### config.mk
export PLATFORM = sky130hd
export DESIGN_NAME = ttl_reg_latch_pair
export DESIGN_NICKNAME = d
export VERILOG_FILES = /design/src/rtl/ttl_reg_latch_pair.sv
export SDC_FILE = /design/constraint.sdc
export NUM_CORES = 1
export LEC_CHECK = 0
export ABC_AREA = 1
export CORE_UTILIZATION = 39
export DETAILED_ROUTE_END_ITERATION = 6
export PLACE_DENSITY = 0.81
export SLEW_MARGIN = 20
export SYNTH_ARGS = -nofsm -noshare
export SYNTH_HDL_FRONTEND = slang
export SYNTH_SLANG_ARGS = --single-unit
### constraint.sdc
create_clock -name clock -period 1.4 [get_ports clock]
set_input_delay 0.28 -clock clock [delete_from_list [all_inputs] [get_ports clock]]
set_output_delay 0.28 -clock clock [all_outputs]
set_load 0.02 [all_outputs]
### src/rtl/ttl_reg_latch_pair.sv
// Hex D flip-flop bank with clear (74S174-style) paired with an octal transparent latch
// with output enable (74S373-style). Define TTL_TRISTATE_EN for a high-impedance bus.
module ttl_reg_latch_pair (
  input  logic       clock,
  input  logic       reset,
  input  logic       clr_n,
  input  logic [5:0] d,
  output logic [5:0] q,
  input  logic       hold_n,
  input  logic       oenb_n,
  input  logic [7:0] i,
  output logic [7:0] o
);

  logic [5:0] q_q, q_d;
  logic [7:0] lat_q, lat_d;
  logic [7:0] data;

  always_comb begin
    q_d = q_q;
    if (!clr_n) begin
      q_d = 6'h00;
    end else begin
      q_d = d;
    end
  end

  always_comb begin
    lat_d = lat_q;
    if (hold_n) begin
      lat_d = i;
    end
  end

  always_ff @(posedge clock) begin
    if (reset) begin
      q_q   <= 6'h00;
      lat_q <= 8'h00;
    end else begin
      q_q   <= q_d;
      lat_q <= lat_d;
    end
  end

  // Transparent mode bypasses the store so o follows i with no clock delay.
  always_comb begin
    data = hold_n ? i : lat_q;
  end

  assign q = q_q;

`ifdef TTL_TRISTATE_EN
  assign o = oenb_n ? 8'bzzzz_zzzz : data;
`else
  assign o = oenb_n ? 8'h00 : data;
`endif

endmodule

---- Word-level counts from Yosys, hierarchy flattened ----
Cells that the tools add are included.
storage, ports and cells
  output and inout bits ................... 14
  logic and storage cells ................. 6
  memories kept ........................... 0
  RAM bits ................................ 0
  bits of input ports ..................... 19
  bits in read-only memories .............. 0
  bits in latches ......................... 0
  register bits after elaboration ......... 14
operators by class
  add/sub/neg operators ................... 0
  equal/unequal tests ..................... 0
  magnitude comparators ................... 0
  reductions and logical operators ........ 1
  bitwise logic cells ..................... 1
  divide/modulo/power cells ............... 0
  multipliers ............................. 0
  muxes and demuxes ....................... 2
  shift operators ......................... 0
operator list
  kind              count
  $mux W8           2
  $reduce_or A2 Y1  1
  $not A1 Y1        1

---- Depth between registers and ports, before layout ----
Gate-level depths: netlist of the first run.
  depth in word-level cells ............... 2
  depth in mapped cells ................... 5
  mapped depth without buffers ............ 4

---- Worst setup path after synthesis of the first run ----
Ideal clock, no wire load.
  path type ............................... input-to-output
  from .................................... input hold_n
  to ...................................... output o[0]
  stages on the path ...................... 5
  data required time ...................... 1.120 ns
  path buffers ............................ 1
  setup slack ............................. 0.291 ns
  arrival time ............................ 0.829 ns
  cells stage by stage .................... buf_6 > inv_8 > nand2_2 > nand2_1 > nor2_1
between the ends
  longest elaborated chain between the ends .. 2
RTL lines
  item             RTL line  text
  start, declared  9         input logic hold_n,
  $mux W8          n/a
  $mux W8          55        assign o = oenb_n ? 8'h00 : data;
  end, declared    12        output logic [7:0] o
Every way passes these cells.

---- Worst setup path after layout of the first run ----
  from .................................... register lat_q[7]
  to ...................................... output o[7]
between the ends
  longest elaborated chain between the ends .. 2
RTL lines
  item                    RTL line  text
  start, declared         16        logic [7:0] lat_q, lat_d;
  start signal, assigned  41        lat_q <= lat_d;
  $mux W8                 n/a
  $mux W8                 55
Every way passes these cells.

==> metrics.md, run 1 <==
| Metric | Value |
|---|---|
| Status | complete, no violations |
| Chip height | ~41 um |
| CTS sink count | 14 |
| Post-synth net total | approximately 110 |
| Top cells by count, synth | inv_1 (23), nor2_1 (22), nand2_1 (15) |
| CTS tree | built |
| Dpl cells | 140 |
| Num rows | 13 |
| CORE AREA | around 1400 sq um |
| Largest family of logic cells by synthesized area | simple AND/OR/NAND/NOR gates |
| Seq/Total Area, Yosys | 0.464 |
| Dpl cell area | 983 sq um |
| Period utilization | 0.910 |
| Die Wd | just over 40 um |
| Area grow syn2layout | 72.7% |
| Clock buffer depth | 2 |
| Hold Path Stages | 5 |
| Final WL | roughly 1.3 mm |
| Fraction of layout cells with a size suffix above 1 | 0.293 |
| Final WS setup | ~130 ps |
| Largest net degree at the start of global routing | 9 |
| Remaining Overflow, GRT | 0 |
| Die area | approximately 1700 sq um |
| Syn. warnings | 0 |
| Least-Margin Pin Slew | about 330 ps |
| Critical path endpoint category | output port |
| Reg2reg end | lat_q[4] |
| P_leak | approximately 0.65 nW |
| Max_cap viols | 0 |
| Clock Skews | 0 ps |
| Clk Latency, worst-skew pair | around 270 ps |
| Reg clk slew, reported paths | around 80 ps |
| Post-synthesis mux area share | 0 |
| TritonRoute pass-1 iters | 4 |
| Most numerous cell in the Yosys netlist | inv_1 |
| Reg2Reg Setup Slack | 550 ps |
| Critical path class | register to output port |
| Area leader, netlist | dfxtp_1 |
| Vias in the first global route | roughly 480 |
| Yosys reg bits | 14 |
| Starting Density | 0.442 |
| Clock Tree Root | clkbuf_4 |
| DP Worst Slack | -675 ps |
| EDFF count, synth | 0 |
| Final Non-Filler Cells | 148 |
| H-tree depth | 1 |
| Initial antenna violation count | 0 |
| DP HPWL | slightly above 900 um |
| Post-synthesis compound-gate area fraction | 0 |
| Post-synthesis async set-or-reset flop share | 0 |
| Fill count | 101 |
| Total CTS buffers | 3 |
| Via density | around 4.1 |
| # port buffers | 32 |
| Via Count | 600 |
| CP max FO | 2 |
| Top Ports | 33 |
| Nets | between 150 and 200 |
| Post-synthesis adder-cell area fraction | 0 |
| GRT Overall Usage | 0.168 |
| First-pass GRT wire length | 1.83 mm |
| Critical Path AT | 990 ps |
| Synth Instances | 88 |
| Syn avg cell area | around 6.9 sq um |
| HP Start | i[2] |
| End point of the worst hold path | lat_q[2] |
| Hold_buf cts | 0 |
| Setup TNS | 0 ps |
| Startpoint types | register |
| RSZ-0062 raised after global routing | false |
| Simple-Gate Fraction of Synth Area | 0.342 |
| N_diodes | 0 |
| CP Data Required Time | 1120 ps |
| DRC viols | 0 |
| Final hold violation count | 0 |
| VDD IR max | between 0.7 and 0.8 mV |
| Synthesized cell area | between 600 and 700 sq um |
| Area contributors post-synth | dfxtp_1 (46%), inv_1 (14%), nor2_1 (14%) |
| Antenna viol nets, final | 0 |
| Pwr Density | 846 nW/um^2 |
| Worst reg2reg path startpoint | lat_q[4] |
| Slew HR | 0.779 |
| Hold crit path type | input port to register |
| Wire per inst | 8.91 um |
| Period minus WS final | between 1000 and 1500 ps |
| Gpl congestion | between 0.6 and 0.7 |
| Synth top area share | 0.464 |
| Post-synthesis xor/xnor area fraction | 0 |
| Yosys cell types | 10 |
| Slew Viols, Final | 0 |
| Top_reg_cell synth | dfxtp_1 |
| Pwr Total | between 800 and 900 uW |
| Setup Viol. Count Final | 0 |
| Reg2Reg Depth | 6 |
| Final Cell Area | roughly 1000 sq um |
| First DRT Iteration DRCs | 9 |
| Fmax | just under 800 MHz |
-- registers in the layout (all words and copies together) (netlist names) --
signal and flops:
q 6, lat_q 8
-- worst max path at each step --
stage                   from    to
floorplan             hold_n  o[0]
global placement      hold_n  o[3]
detailed placement    hold_n  o[3]
CTS                     i[4]  o[4]
global route        lat_q[7]  o[7]
finish              lat_q[7]  o[7]
-- worst max-delay path, cell delays in order (launching register included) --
cell     delay, ps
dfxtp_1        310
inv_1           40
nand2_2         50
nand2_1         60
nor2_1         100
buf_4          150
-- stage by stage --
| step | hold slack (ps) | util |
|---|---|---|
| floorplan | 392 | - |
| global placement | 521 | 0.720 |
| detailed placement | 538 | 0.720 |
| CTS | 513 | 0.722 |
| global route | 342 | 0.764 |
| finish | 343 | 0.764 |
-- layout make-up --
cell class / instances / area [sq um] / share of cell area
Inverter: 24 / 103 / 0.0983
Tap cell: 15 / 18.8 / 0.0180
Multi-Input combinational cell: 47 / 214 / 0.205
Clock buffer: 3 / 22.5 / 0.0216
Sequential cell: 14 / 280 / 0.269
Timing Repair Buffer: 45 / 405 / 0.388
-- logic make-up after synthesis --
family                 Yosys count
flip-flops                      14
buffers and inverters           27
AND/OR/NAND/NOR                 47
-- per-layer routing --
layer,up-vias,wire [um],GRT usage
met1,240,598,0.208
met4,0,11,0.121
met3,2,105,0.0266
met5,-,0,0
li1,331,-,-
met2,27,602,0.262
-- timing repair --
action	in CTS	in global routing
endpoints found under the setup margin	14	8
setup buffers	1	3
pin swaps	4	12
gates cloned	1	0
resized for setup	48	16
-- power by group --
group          leakage (nW)  switching, mW  total, mW  internal [mW]
Combinational         0.518          0.114      0.240          0.126
Clock                0.0138          0.117      0.217         0.0994
Sequential            0.116        0.00504      0.426          0.421
-- cell usage in the layout, fill, tap and decap left out --
cell             Yosys  layout
buf_4                0      18
dfxtp_1             14      14
nor2_2               0       1
nand2_1             15      13
dlygate4sd2_1        0       8
nand2_2              9      11
clkinv_8             0       1
buf_2                1       1
clkbuf_2             0       1
buf_6                1       2
inv_1               23      23
nor2_1              22      21
clkdlybuf4s50_1      0       8
clkbuf_4             0       3
dlymetal6s2s_1       0       7
nand2_4              1       1
Power figures use the tool's default switching activity.
==> inputs of run 2 (changes only) <==
Settings changed: SKIP_LAST_GASP set to 1, SLEW_MARGIN 20 to 10.
==> results of run 2 <==
The final DEF is identical to that of run 1; final timing and power are the same.
==> inputs of run 3 (changes only) <==
Settings changed: REMOVE_ABC_BUFFERS set to 1.
==> metrics.md, run 3 (synthesis gave the netlist of run 1 again) <==
| Metric | Value |
|---|---|
| Die Wd | 41.4 um (unchanged) |
| CORE AREA | 1370 sq um (unchanged) |
| Register area | 280 sq um (unchanged) |
| Fraction of layout cells with a size suffix above 1 | 0.289 (-0.00434) |
| Area grow syn2layout | 75.6% |
| First DRT Iteration DRCs | 3 (-6) |
| First-pass GRT wire length | 1.85 mm (+1.1%) |
| Total CTS buffers | 3 (unchanged) |
| Clock Skews | 0 ps (unchanged) |
| Initial antenna violation count | 0 (unchanged) |
| Most frequent cells in the layout | inv_1 (23), nor2_1 (21), buf_4 (20) |
| DP Worst Slack | -681 ps (-5.62 ps) |
| Psw | 239 uW (+1.2%) |
| Reg2Reg Setup Slack | 230 ps (-320 ps) |
| Clock power share | 0.294 (+0.048) |
| Final WS setup | 64.7 ps (-60.9 ps) |
| HP Start | i[4] |
| Hold crit path type | input port to register |
| Fill count | 110 (+8.9%) |
| Clock Tree Root | clkbuf_4 |
| Biggest register | lat_q |
| Clk Latency, worst-skew pair | 270 ps (about the same) |
| P_leak | 0.652 nW (+0.73%) |
| Top Ports | 33 (unchanged) |
| TritonRoute pass-1 iters | 3 (-1) |
| Internal power | 709 uW (+9.7%) |
| Setup Viol. Count Final | 0 (unchanged) |
| Vias in the first global route | 539 (+11%) |
| Gpl congestion | 0.706 (+4.3%) |
| Period minus WS final | 1340 ps (+60.9 ps) |
| Antenna viol nets, final | 0 (unchanged) |
| GRT Overall Usage | 0.169 (+0.000562) |
| VDD IR max | 0.734 mV (-0.84%) |
| Largest incremental delay on the critical path | 200 ps (-110 ps) |
| Cell Chain, Critical Path | clkdlybuf4s15_1 -> buf_6 -> inv_8 -> nand2_2 -> nand2_1 -> nor2_1 -> buf_4 |
| Final Cell Area | 1060 sq um (+1.7%) |
| Chip height | 41.4 um (unchanged) |
| Combined area of the multi-input logic cells | 211 sq um (-1.2%) |
| Delay-heaviest family, CP | buffers and inverters |
| CTS sink count | 14 (unchanged) |
| H-tree depth | 1 (unchanged) |
| Startpoint types | input port |
| Pwr Total | 948 uW (+7.4%) |
| CP bufs+invs | 4 (+2) |
| Critical Path AT | 1060 ps (+70 ps) |
| DP HPWL | 999 um (+7.6%) |
| Final WL | 1.33 mm (+1.1%) |
| Sequential Power Share | 0.449 (-0.033) |
| Comb power frac | 0.257 (-0.015) |
| Status | complete, no violations |
| Number of flip-flops under the largest register name | 8 (unchanged) |
| Dpl cell area | 983 sq um (unchanged) |
| Final hold violation count | 0 (unchanged) |
| Slew HR | 0.772 (-0.00693) |
| End point of the worst hold path | lat_q[4] |
| Critical path class | input port to output port |
| Least-Margin Pin Slew | 342 ps (+10.4 ps) |
| Final core occ | 0.777 (+0.0128) |
| Period utilization | 0.954 (+0.0435) |
| Slew Viols, Final | 0 (unchanged) |
| Hold Path Stages | 5 (unchanged) |
| Clock buffer depth | 2 (unchanged) |
| N_diodes | 0 (unchanged) |
| CTS tree | built |
| Dpl cells | 140 (unchanged) |
| Pwr Density | 894 nW/um^2 (+5.7%) |
| Wire per inst | 8.89 um (-0.21%) |
| Critical Path Slowest Stage Cell | clkdlybuf4s15_1 |
| Largest net degree at the start of global routing | 9 (unchanged) |
| Nets | 155 (+0.65%) |
| Worst reg2reg path startpoint | lat_q[0] |
| Max_cap viols | 0 (unchanged) |
| Starting Density | 0.442 (unchanged) |
| Commonest non-fill, non-tap cell in the layout | inv_1 |
| Via Count | 606 (+1.0%) |
| Reg2Reg Depth | 9 (+3) |
| Final Non-Filler Cells | 150 (+1.4%) |
| CP Data Required Time | 1120 ps (about the same) |
| Setup TNS | 0 ps (unchanged) |
| Fmax | 749 MHz (-4.6%) |
| Sw Ratio | 0.252 (-0.0155) |
| Hold_ws | 342 ps (-1.40 ps) |
| Via density | 4.04 (-0.35%) |
| RSZ-0062 raised after global routing | false |
| Reg2reg end | lat_q[0] |
| Reg clk slew, reported paths | 80 ps (about the same) |
| Critical path endpoint category | output port |
| Die area | 1710 sq um (unchanged) |
| CP max FO | 8 (+6) |
| # port buffers | 32 (unchanged) |
| DRC viols | 0 (unchanged) |
| Remaining Overflow, GRT | 0 (unchanged) |
| Num rows | 13 (unchanged) |
-- run 3: changes by cell type in the layout (fill, tap and decap cells not counted), sizes merged --
cell,previous run,this run
dlygate4sd2,8,9
buf,21,22
inv,23,24
clkinv,1,0
dlymetal6s2s,7,6
clkdlybuf4s15,0,1
-- run 3: final cells by class --
class / count / area share
timing repair buffer: 46 / 0.393
inverter: 24 / 0.0920
clock buffer: 4 / 0.0342
tap: 15 / 0.0177
multi-input combinational: 47 / 0.199
sequential: 14 / 0.264
-- run 3: repair_timing --
item	4_1_cts	5_1_grt
buffers inserted	5	1
hold buffers	0	0
endpoints found under the setup margin	14	8
resized for setup	50	11
pin swaps	4	8
-- run 3: worst max path at each step --
stage                end  cells past startpoint  startpoint
detailed placement  o[3]                      7      hold_n
CTS                 o[3]                      6        i[3]
floorplan           o[6]                      4    lat_q[6]
global placement    o[0]                      7      hold_n
global route        o[3]                      7      hold_n
finish              o[3]                      7      hold_n
-- run 3: power groups by stage --
stage               Sequential [mW]  Combinational [mW]  Clock, mW
CTS                           0.426               0.239      0.285
global route                  0.428               0.266      0.309
floorplan                     0.444              0.0880          0
finish                        0.426               0.244      0.279
detailed placement            0.436               0.235          0
global placement              0.435               0.232          0
-- run 3: worst reg2reg max path: stages, from the launching register on --
cell	delay (ps)
dfxtp_1	310
inv_1	40
nand2_2	50
nand2_1	60
buf_4	130
buf_4	120
buf_4	120
buf_4	120
buf_4	120
nor2_1	60
-- run 3: per-layer routing --
layer  GRT usage  vias up  routed length, um
met4      0.0726        0                  0
met3      0.0479        0                100
met2       0.332       26                660
met1       0.158      247                573
li1            -      333                  -
met5           0        -                  0
